==> config.mk <==
export PLATFORM = sky130hd
export DESIGN_NAME = sha256_nonce_dispatch
export DESIGN_NICKNAME = d
export VERILOG_FILES = /design/src/rtl/sha256_pkg.sv /design/src/rtl/sha256_target_cmp.sv /design/src/rtl/sha256_nonce_dispatch.sv
export SDC_FILE = /design/constraint.sdc
export NUM_CORES = 1
export LEC_CHECK = 0
export CAP_MARGIN = 40
export CORE_AREA = 2 2 305 307
export CTS_CLUSTER_DIAMETER = 150
export DETAILED_ROUTE_END_ITERATION = 12
export DIE_AREA = 0 0 307 309
export PLACE_DENSITY = 0.62
export SLEW_MARGIN = 20
export SYNTH_ARGS = -nofsm -noshare
export SYNTH_HDL_FRONTEND = slang
export SYNTH_SLANG_ARGS = --single-unit
==> constraint.sdc <==
create_clock -name clk_i -period 4.4 [get_ports clk_i]
set_input_delay 0.66 -clock clk_i [delete_from_list [all_inputs] [get_ports clk_i]]
set_output_delay 0.66 -clock clk_i [all_outputs]
set_load 0.02 [all_outputs]
==> src/rtl/sha256_pkg.sv <==
// Shared widths and FSM state type for the SHA-256 nonce dispatcher.
// Nothing here depends on the optional SHA256_DISPATCH_ABORT_EN build macro.
package sha256_pkg;

  localparam int unsigned NonceW  = 32;
  localparam int unsigned HeaderW = 64;
  localparam int unsigned DigestW = 256;
  localparam int unsigned MsgW    = HeaderW + NonceW;

  typedef enum logic [1:0] {
    eIdle,
    eIssue,
    eCollect,
    eDone
  } state_e;

endpackage

==> src/rtl/sha256_target_cmp.sv <==
// Combinational 256-bit unsigned less-than: lt_o = digest_i < target_i.
// The MSB is bit 255.
module sha256_target_cmp
  import sha256_pkg::*;
(
  input  logic [DigestW-1:0] digest_i,
  input  logic [DigestW-1:0] target_i,
  output logic               lt_o
);

  always_comb begin
    lt_o = (digest_i < target_i);
  end

endmodule

==> src/rtl/sha256_nonce_dispatch.sv <==
// Splits a nonce range into batches of core_size messages, collects digests, reports the first hit.
// Optional build macro SHA256_DISPATCH_ABORT_EN adds the abort_i port and its logic.
module sha256_nonce_dispatch
  import sha256_pkg::*;
#(
  parameter int unsigned core_size = 4
) (
  input  logic               clk_i,
  input  logic               reset_i,
`ifdef SHA256_DISPATCH_ABORT_EN
  input  logic               abort_i,
`endif
  input  logic               start_i,
  input  logic [HeaderW-1:0] header_i,
  input  logic [NonceW-1:0]  nonce_start_i,
  input  logic [NonceW-1:0]  nonce_count_i,
  input  logic [DigestW-1:0] target_i,
  output logic               v_o,
  output logic [MsgW-1:0]    data_o,
  input  logic               ready_i,
  input  logic               v_i,
  input  logic [DigestW-1:0] data_i,
  output logic               yumi_o,
  output logic               busy_o,
  output logic               done_o,
  output logic               found_o,
  output logic [NonceW-1:0]  nonce_o
);

  localparam int unsigned    IdxW    = (core_size > 1) ? $clog2(core_size) : 1;
  localparam logic [IdxW-1:0]   LastIdx = IdxW'(core_size - 1);
  localparam logic [NonceW-1:0] Batch   = NonceW'(core_size);

  state_e               state_q, state_d;
  logic [HeaderW-1:0]   header_q, header_d;
  logic [DigestW-1:0]   target_q, target_d;
  logic [NonceW-1:0]    base_q, base_d;
  logic [NonceW-1:0]    remain_q, remain_d;
  logic [IdxW-1:0]      k_q, k_d;
  logic [IdxW-1:0]      j_q, j_d;
  logic                 hit_q, hit_d;
  logic [NonceW-1:0]    hit_nonce_q, hit_nonce_d;
  logic                 found_q, found_d;
  logic [NonceW-1:0]    nonce_q, nonce_d;
  logic                 v_q, busy_q, done_q;

  logic                 digest_lt;
  logic [NonceW-1:0]    remain_eff;

  sha256_target_cmp u_target_cmp (
    .digest_i (data_i),
    .target_i (target_q),
    .lt_o     (digest_lt)
  );

  always_comb begin
    remain_eff = remain_q;
`ifdef SHA256_DISPATCH_ABORT_EN
    // Aborting zeroes the range: in-flight messages still complete as padding but cannot hit.
    if (abort_i && (state_q == eIssue || state_q == eCollect)) begin
      remain_eff = '0;
    end
`endif
  end

  always_comb begin
    state_d     = state_q;
    header_d    = header_q;
    target_d    = target_q;
    base_d      = base_q;
    remain_d    = remain_eff;
    k_d         = k_q;
    j_d         = j_q;
    hit_d       = hit_q;
    hit_nonce_d = hit_nonce_q;
    found_d     = found_q;
    nonce_d     = nonce_q;

    unique case (state_q)
      eIdle, eDone: begin
        if (start_i) begin
          header_d    = header_i;
          target_d    = target_i;
          base_d      = nonce_start_i;
          remain_d    = nonce_count_i;
          k_d         = '0;
          j_d         = '0;
          hit_d       = 1'b0;
          hit_nonce_d = '0;
          found_d     = 1'b0;
          nonce_d     = '0;
          state_d     = (nonce_count_i != '0) ? eIssue : eDone;
        end
      end

      eIssue: begin
        if (ready_i) begin
          k_d = k_q + IdxW'(1);
          if (k_q == LastIdx) begin
            k_d     = '0;
            j_d     = '0;
            state_d = eCollect;
          end
        end
      end

      eCollect: begin
        if (v_i) begin
          j_d = j_q + IdxW'(1);
          // Only the first in-range hit of the batch is kept.
          if (!hit_q && digest_lt && (NonceW'(j_q) < remain_eff)) begin
            hit_d       = 1'b1;
            hit_nonce_d = base_q + NonceW'(j_q);
          end
          if (j_q == LastIdx) begin
            j_d = '0;
            if (hit_d || (remain_eff <= Batch)) begin
              found_d = hit_d;
              nonce_d = hit_d ? hit_nonce_d : '0;
              state_d = eDone;
            end else begin
              remain_d = remain_eff - Batch;
              base_d   = base_q + Batch;
              k_d      = '0;
              state_d  = eIssue;
            end
          end
        end
      end

      default: state_d = eIdle;
    endcase
  end

  always_ff @(posedge clk_i) begin
    if (!reset_i) begin
      state_q     <= eIdle;
      header_q    <= '0;
      target_q    <= '0;
      base_q      <= '0;
      remain_q    <= '0;
      k_q         <= '0;
      j_q         <= '0;
      hit_q       <= 1'b0;
      hit_nonce_q <= '0;
      found_q     <= 1'b0;
      nonce_q     <= '0;
      v_q         <= 1'b0;
      busy_q      <= 1'b0;
      done_q      <= 1'b0;
    end else begin
      state_q     <= state_d;
      header_q    <= header_d;
      target_q    <= target_d;
      base_q      <= base_d;
      remain_q    <= remain_d;
      k_q         <= k_d;
      j_q         <= j_d;
      hit_q       <= hit_d;
      hit_nonce_q <= hit_nonce_d;
      found_q     <= found_d;
      nonce_q     <= nonce_d;
      v_q         <= (state_d == eIssue);
      busy_q      <= (state_d == eIssue) || (state_d == eCollect);
      done_q      <= (state_d == eDone);
    end
  end

  always_comb begin
    v_o     = v_q;
    data_o  = {header_q, base_q + NonceW'(k_q)};
    yumi_o  = (state_q == eCollect) && v_i;
    busy_o  = busy_q;
    done_o  = done_q;
    found_o = found_q;
    nonce_o = nonce_q;
  end

endmodule

==> results of run 1 <==
path summary, 6_finish.rpt:
check / startpoint / to / slack [ps] / cells after the start
hold reg to reg: hit_nonce_q[28] / hit_nonce_q[28] / 450 / 2
hold / removal: reset_i / found_o / 370 / 2
setup reg to reg: target_q[199] / remain_eff[29] / 410 / 14
setup / recovery: base_q[3] / data_o[27] / 160 / 8
synthesized netlist by cell type (all sizes together) (3+ instances only):
master,count
o32ai,16
and3,13
a22oi,5
or2,8
a21oi,484
buf,27
and2,13
or3,13
a31oi,8
or4,9
o31ai,28
o21ai,96
nand4,61
nor4,25
ha,270
a221o,3
inv,287
a211o,8
nand3,39
xor2,39
nand2b,15
o22ai,35
a21boi,3
xnor2,21
a211oi,21
nor2,83
dfxtp,459
mux2i,40
nor3b,3
o211ai,10
and4,12
nor3,40
nand2,880
a21o,22
clkbuf,174
o2bb2ai,38
o21a,8
a221oi,5
nor2b,12
power by group through the flow:
stage	clock (uW)	combinational, uW	sequential (uW)
floorplan	0	1200	4620
global route	5120	2700	4570
finish	4810	2440	4540
global placement	0	2400	4620
detailed placement	0	2430	4630
CTS	4960	2450	4540
per-layer routing:
layer	GRT usage	up-vias	routed length (microns)
met5	0	-	32
met3	0.03809	141	6285
li1	-	12873	-
met1	0.2402	11857	40490
met4	0.06307	4	2667
met2	0.3391	824	46770
final cells by class:
class | instances | area (sq um)
clock buffers | 75 | 1572
diodes | 10 | 25.02
flip-flops and latches | 459 | 9189
repair buffers | 861 | 8692
well taps | 1186 | 1484
fillers | 9290 | 54600
multi-input cells | 2414 | 14410
clock inverters | 25 | 321.6
inverters | 288 | 1090
logic make-up after synthesis:
logic type | Yosys count
AND/OR/NAND/NOR | 1231
AO/OA/AOI/OAI | 811
buffers and inverters | 489
flip-flops | 459
adder cells (fa/ha/maj) | 272
XOR/XNOR | 60
multiplexers | 40
through the flow:
| stage | power (uW) | utilization | setup TNS (ps) |
|---|---|---|---|
| after global routing | 12390 | 0.4025 | 0 |
| after detailed placement | 7060 | 0.3809 | -45540 |
| after CTS | 11950 | 0.4016 | 0 |
| after floorplan | 5824 | - | 0 |
| after global placement | 7025 | 0.3799 | -42990 |
| final | 11790 | 0.4025 | 0 |
flip-flops by register name, indices dropped and copies added, names as in the netlist:
signal	count
v_o	1
target_q	256
hit_q	1
found_o	1
hit_nonce_q	32
remain_eff	32
base_q	32
nonce_o	32
busy_o	1
header_q	64
done_o	1
state_q	2
k_q	2
j_q	2
repair_timing:
action | in CTS | in global routing
gates resized for setup | 4 | 5
endpoints found under the setup margin | 2 | 4
hold buffers | 0 | 0
buffers inserted | 0 | 0
endpoints found under the hold margin | 0 | 0
==> impl_metrics.csv, run 1 <==
group,metric,value,unit
power,power.clock.fraction,0.408,
final_layout,layout-drive-gt1-share,0.05022,
global_route,track_usage,0.1946,
global_route,initial_antenna_violation_count,13,
synthesis,synthesis.yosys.warnings,0,
synthesis,synth-seq-cells,459,
power,powerDensity,320.4,nW/um^2
sta,hold-worst-slack,373.4,ps
sta,final.min_clock_period,4235,ps
floorplan,fp.coreArea,91390,sq um
sta,hold_viol_final,0,
job,cap_viol_max_count,0,
synthesis,synth_top_area_frac,0.3615,
final_layout,design_area,36780,sq um
power,cellInternalPower,8477,uW
route,drt_first_iter_violations,1764,
sta,worst_slew_margin_rel,0.4866,
route,route.detailed.wl_per_inst,18.10,microns
worst_setup_path,critical_path_endpoint_category,"primary output",
outcome,run_status,"finished, final reports clean",
synthesis,yosysUniqueCellTypes,70,
final_layout,final_cell_count_no_fill,5318,
worst_setup_path,critical_path.cell_chain,"and4_2, nand4bb_4, or2_1, or4_4, or3_4, nor2_1, xor2_1, dlygate4sd2_1",
route,antenna_violating_nets_post_route,0,
clock_network,tritoncts,"built",
placed_design,gpl.final_weighted_congestion,0.9075,
power,ir_drop,263.4,uV
placed_design,post_dp_cell_area,34810,sq um
worst_setup_path,data_arrival_time_of_the_worst_path,3580,ps
synthesis,yosys.area_share.simple,0.2078,
sta,report.final.slew_viol_count,0,
floorplan,num_io_pins,778,
worst_setup_path,startpoint_type,"flop",
hold_path,hold_path.class,"input pin to flop",
placed_design,detailed_place_hpwl,73780,microns
synthesis,post_synth_fa_ha_maj_area_fraction,0.1345,
worst_setup_path,worst-setup-path-type,"flop to primary output",
route,num_vias,25699,
clock_network,cts.reportedPaths.clkPinSlew,60,ps
placed_design,portBuffers,777,
final_layout,layout.cells.most_common_list,"878 x sky130_fd_sc_hd__nand2_1, 773 x sky130_fd_sc_hd__clkdlybuf4s50_1, 483 x sky130_fd_sc_hd__a21oi_1, 459 x sky130_fd_sc_hd__dfxtp_1, 286 x sky130_fd_sc_hd__inv_1",
synthesis,cell_types_occupying_the_most_area_after_synthesis,"sky130_fd_sc_hd__dfxtp_1 36%, sky130_fd_sc_hd__ha_1 13%, sky130_fd_sc_hd__nand2_1 13%",
synthesis,yosysTopAreaCell,"sky130_fd_sc_hd__dfxtp_1",
sta,rsz0062_at_grt,"false",
floorplan,die_y,309,microns
worst_setup_path,critPathBufInv,1,
synthesis,synth_flop_cell,"sky130_fd_sc_hd__dfxtp_1",
floorplan,die_w,307,microns
sta,finalSetupViolations,0,
global_route,grt_first_pass_wirelength,144700,microns
power,power.sequential.fraction,0.385,
clock_network,cts_max_path_buffers,3,
placed_design,place.detailed.instances,5206,
final_layout,syn_to_final_growth,44.70,%
placed_design,place_ws,-412.1,ps
clock_network,worst_skew_pair.late_latency,660,ps
synthesis,synth_xor_xnor_area_share,0.02067,
power,power.switching_fraction,0.2808,
worst_setup_path,critical-path-top-delay-family,"simple AND/OR/NAND/NOR gates",
route,remaining_drc_errors,0,
sta,worst_slew_pin_slew,763.6,ps
worst_setup_path,worst-path-max-fanout,6,
final_layout,final_common_cell,"sky130_fd_sc_hd__nand2_1",
clock_network,cts.sink_count,459,
synthesis,synth_compound_gate_area_share,0.1856,
worst_setup_path,timing.critical_path.slowest_stage_cell,"sky130_fd_sc_hd__or4_4",
synthesis,synth_cells,3362,
sta,timing.clock.skew,32.87,ps
floorplan,fp.dieArea,94860,sq um
synthesis,post_synthesis_sequential_area_ratio,0.3615,
power,total_switching_power,3309,uW
worst_setup_path,timing.critical_path.slowest_cell_delay,590,ps
sta,post-route-worst-setup-slack,164.6,ps
synthesis,syn-mean-instance-area,7.561,sq um
route,via_per_inst,4.832,
synthesis,synth_fp_nets,4279,
global_route,grt_start_max_net_pins,116,
global_route,vias_in_the_first_global_route,24824,
synthesis,post_synth_mux_area_share,0.01575,
synthesis,synthArstFlopShare,0,
power,comb_power_frac,0.207,
clock_network,cts_max_level,2,
synthesis,syn_area,25420,sq um
route,drt-total-wl,96250,microns
synthesis,synth-edff-count,0,
final_layout,finish.net_count,4996,
sta,fmaxAchievable,0.2361,GHz
sta,final_critical_path_share_of_the_clock_period,0.9626,
global_route,grt.overflow.total,0,
floorplan,initial_core_util,0.2782,
clock_network,clock-root-buffer,"sky130_fd_sc_hd__clkbuf_16",
power,p_leak,0.01419,uW
clock_network,cts_buffers,55,
route,detailedRoute.firstPassIterationCount,6,
worst_setup_path,worst-endpoint-required,3740,ps
synthesis,synth_top_family_by_area,"simple AND/OR/NAND/NOR gates",
floorplan,std_cell_rows,111,
No activity file was read; power rests on OpenSTA's default activity.
==> run 2, diff against run 1 <==
--- a/config.mk
+++ b/config.mk
@@ -11,6 +11,7 @@
 export DETAILED_ROUTE_END_ITERATION = 12
 export DIE_AREA = 0 0 307 309
 export PLACE_DENSITY = 0.62
+export SETUP_SLACK_MARGIN = 0.05
 export SLEW_MARGIN = 20
 export SYNTH_ARGS = -nofsm -noshare
 export SYNTH_HDL_FRONTEND = slang
==> impl_metrics.csv, run 2 (synthesis gave the netlist of run 1 again) <==
group,metric,value,unit
final_layout,finish.net_count,4996,
worst_setup_path,worst-setup-path-type,"flop to primary output",
worst_setup_path,data_arrival_time_of_the_worst_path,3500,ps
final_layout,largest_reg_flops,256,
clock_network,cts.reportedPaths.clkPinSlew,60,ps
worst_setup_path,cp-endpoint,"data_o[31]",
worst_setup_path,cp-startpoint,"base_q[3]",
clock_network,clock-root-buffer,"sky130_fd_sc_hd__clkbuf_16",
hold_path,worst_hold_path_startpoint,"reset_i",
worst_setup_path,critical_path_depth,8,
placed_design,gpl.final_weighted_congestion,0.9075,
placed_design,place.detailed.instances,5206,
worst_setup_path,r2r-end,"remain_eff[29]",
clock_network,worst_skew_pair.late_latency,660,ps
route,remaining_drc_errors,0,
route,detailedRoute.firstPassIterationCount,5,
sta,final.min_clock_period,4163,ps
worst_setup_path,timing.critical_path.slowest_stage_cell,"sky130_fd_sc_hd__or4_4",
sta,timing.clock.skew,36.65,ps
worst_setup_path,worst-path-max-fanout,6,
worst_setup_path,critPathBufInv,1,
sta,fmaxAchievable,0.2402,GHz
final_layout,final_cell_count_no_fill,5318,
worst_setup_path,critical-path-top-delay-family,"simple AND/OR/NAND/NOR gates",
power,powerDensity,320.4,nW/um^2
worst_setup_path,timing.reg2reg.setup_slack,450,ps
worst_setup_path,r2r_cells,14,
power,p_leak,0.01425,uW
route,num_vias,25691,
clock_network,cts.sink_count,459,
power,power.clock.fraction,0.408,
clock_network,post_cts_buffers,0,
power,power.sequential.fraction,0.385,
worst_setup_path,critical_path.cell_chain,"and4_2, nand4bb_4, or2_1, or4_4, or3_4, nor3_2, xor2_1, clkdlybuf4s15_2",
global_route,grt_first_pass_wirelength,144700,microns
route,drt-total-wl,96330,microns
route,drt_first_iter_violations,1755,
clock_network,tritoncts,"built",
global_route,track_usage,0.1946,
sta,final_critical_path_share_of_the_clock_period,0.9461,
floorplan,die_w,307,microns
final_layout,layout.cells.most_common_list,"878 x sky130_fd_sc_hd__nand2_1, 770 x sky130_fd_sc_hd__clkdlybuf4s50_1, 483 x sky130_fd_sc_hd__a21oi_1, 459 x sky130_fd_sc_hd__dfxtp_1, 286 x sky130_fd_sc_hd__inv_1",
floorplan,num_io_pins,778,
global_route,grt_start_max_net_pins,116,
global_route,initial_antenna_violation_count,13,
global_route,grt.overflow.total,0,
clock_network,cts_max_level,2,
power,comb_power_frac,0.207,
clock_network,cts_max_path_buffers,3,
worst_setup_path,worst-endpoint-required,3740,ps
sta,worst_slew_pin_slew,724.6,ps
floorplan,fp.dieArea,94860,sq um
power,power.switching_fraction,0.2810,
floorplan,initial_core_util,0.2782,
route,via_per_inst,4.831,
final_layout,final_common_cell,"sky130_fd_sc_hd__nand2_1",
power,ir_drop,264.5,uV
route,route.detailed.wl_per_inst,18.11,microns
worst_setup_path,critical_path_endpoint_category,"primary output",
final_layout,top_regs,"target_q x256, header_q x64",
worst_setup_path,timing.critical_path.slowest_cell_delay,590,ps
global_route,vias_in_the_first_global_route,24822,
sta,hold_viol_final,0,
final_layout,layout-drive-gt1-share,0.05046,
hold_path,hold_path.class,"input pin to flop",
floorplan,std_cell_rows,111,
job,cap_viol_max_count,0,
sta,worst_slew_margin_rel,0.5128,
placed_design,detailed_place_hpwl,73780,microns
floorplan,die_y,309,microns
power,cellInternalPower,8476,uW
final_layout,syn_to_final_growth,44.73,%
clock_network,cts_buffers,55,
power,total_switching_power,3312,uW
outcome,run_status,"finished, final reports clean",
worst_setup_path,startpoint_type,"flop",
sta,finalSetupViolations,0,
final_layout,finalCoreUtilization,0.4026,
placed_design,portBuffers,777,
sta,rsz0062_at_grt,"false",
sta,report.final.slew_viol_count,0,
worst_setup_path,rr_startpoint,"target_q[199]",
final_layout,most_flops_register,"target_q",
clock_network,cts_hold_buf,0,
route,antenna_violating_nets_post_route,0,
floorplan,fp.coreArea,91390,sq um
## run 2: cell count changes in the layout (fill, tap and decap cells not counted)
cell                              previous run  this run
sky130_fd_sc_hd__clkdlybuf4s50_1           773       770
sky130_fd_sc_hd__dlymetal6s2s_1              1         3
sky130_fd_sc_hd__clkbuf_2                    0         1
sky130_fd_sc_hd__nor4b_2                     1         0
sky130_fd_sc_hd__nor4b_4                     0         1
## run 2: metrics by stage
stage                     worst slack, ps  TNS [ps]  area, sq um  hold WS [ps]  power (uW)
after global routing                64.50         0        36790         345.5       12390
final                               237.0         0        36790         371.9       11790
after floorplan                     921.0         0        25420         424.8        5824
after global placement             -429.4    -42990        34720         432.8        7025
after detailed placement           -412.1    -45540        34810         442.5        7060
after CTS                           35.04         0        36700         313.4       11950
## run 2: metal layers
layer | routed length [microns] | global-route usage | vias to the layer above
met5 | 32 | 0 | -
met2 | 46760 | 0.3391 | 834
met1 | 40610 | 0.2403 | 11846
met3 | 6258 | 0.03796 | 141
met4 | 2671 | 0.06307 | 4
li1 | - | - | 12866
## run 2: power groups by stage
stage	Clock (uW)	Combinational, uW	Sequential (uW)
global route	5120	2700	4570
finish	4810	2440	4540
global placement	0	2400	4620
floorplan	0	1200	4620
detailed placement	0	2430	4630
CTS	4960	2450	4540
## run 2: worst min path at each step
stage                                 to  slack [ps]  cells past startpoint
final                            found_o         370                      2
after detailed placement  hit_nonce_q[2]         440                      2
after global placement    hit_nonce_q[0]         430                      2
after CTS                        found_o         310                      2
after global routing             found_o         350                      2
after floorplan           hit_nonce_q[0]         420                      2
## run 2: what timing repair did
action | in CTS | in global routing
endpoints found under the setup margin | 3 | 13
gates resized for setup | 6 | 9
pin swaps | 0 | 0
cloned | 0 | 0
## run 2: final cells by class
| cell class | instances | area [sq um] |
|---|---|---|
| multi-input cells | 2414 | 14420 |
| inverters | 288 | 1090 |
| repair buffers | 861 | 8692 |
| clock inverters | 25 | 321.6 |
| clock buffers | 75 | 1572 |
| well taps | 1186 | 1484 |
| diodes | 10 | 25.02 |
| flip-flops and latches | 459 | 9189 |
| fillers | 9293 | 54590 |
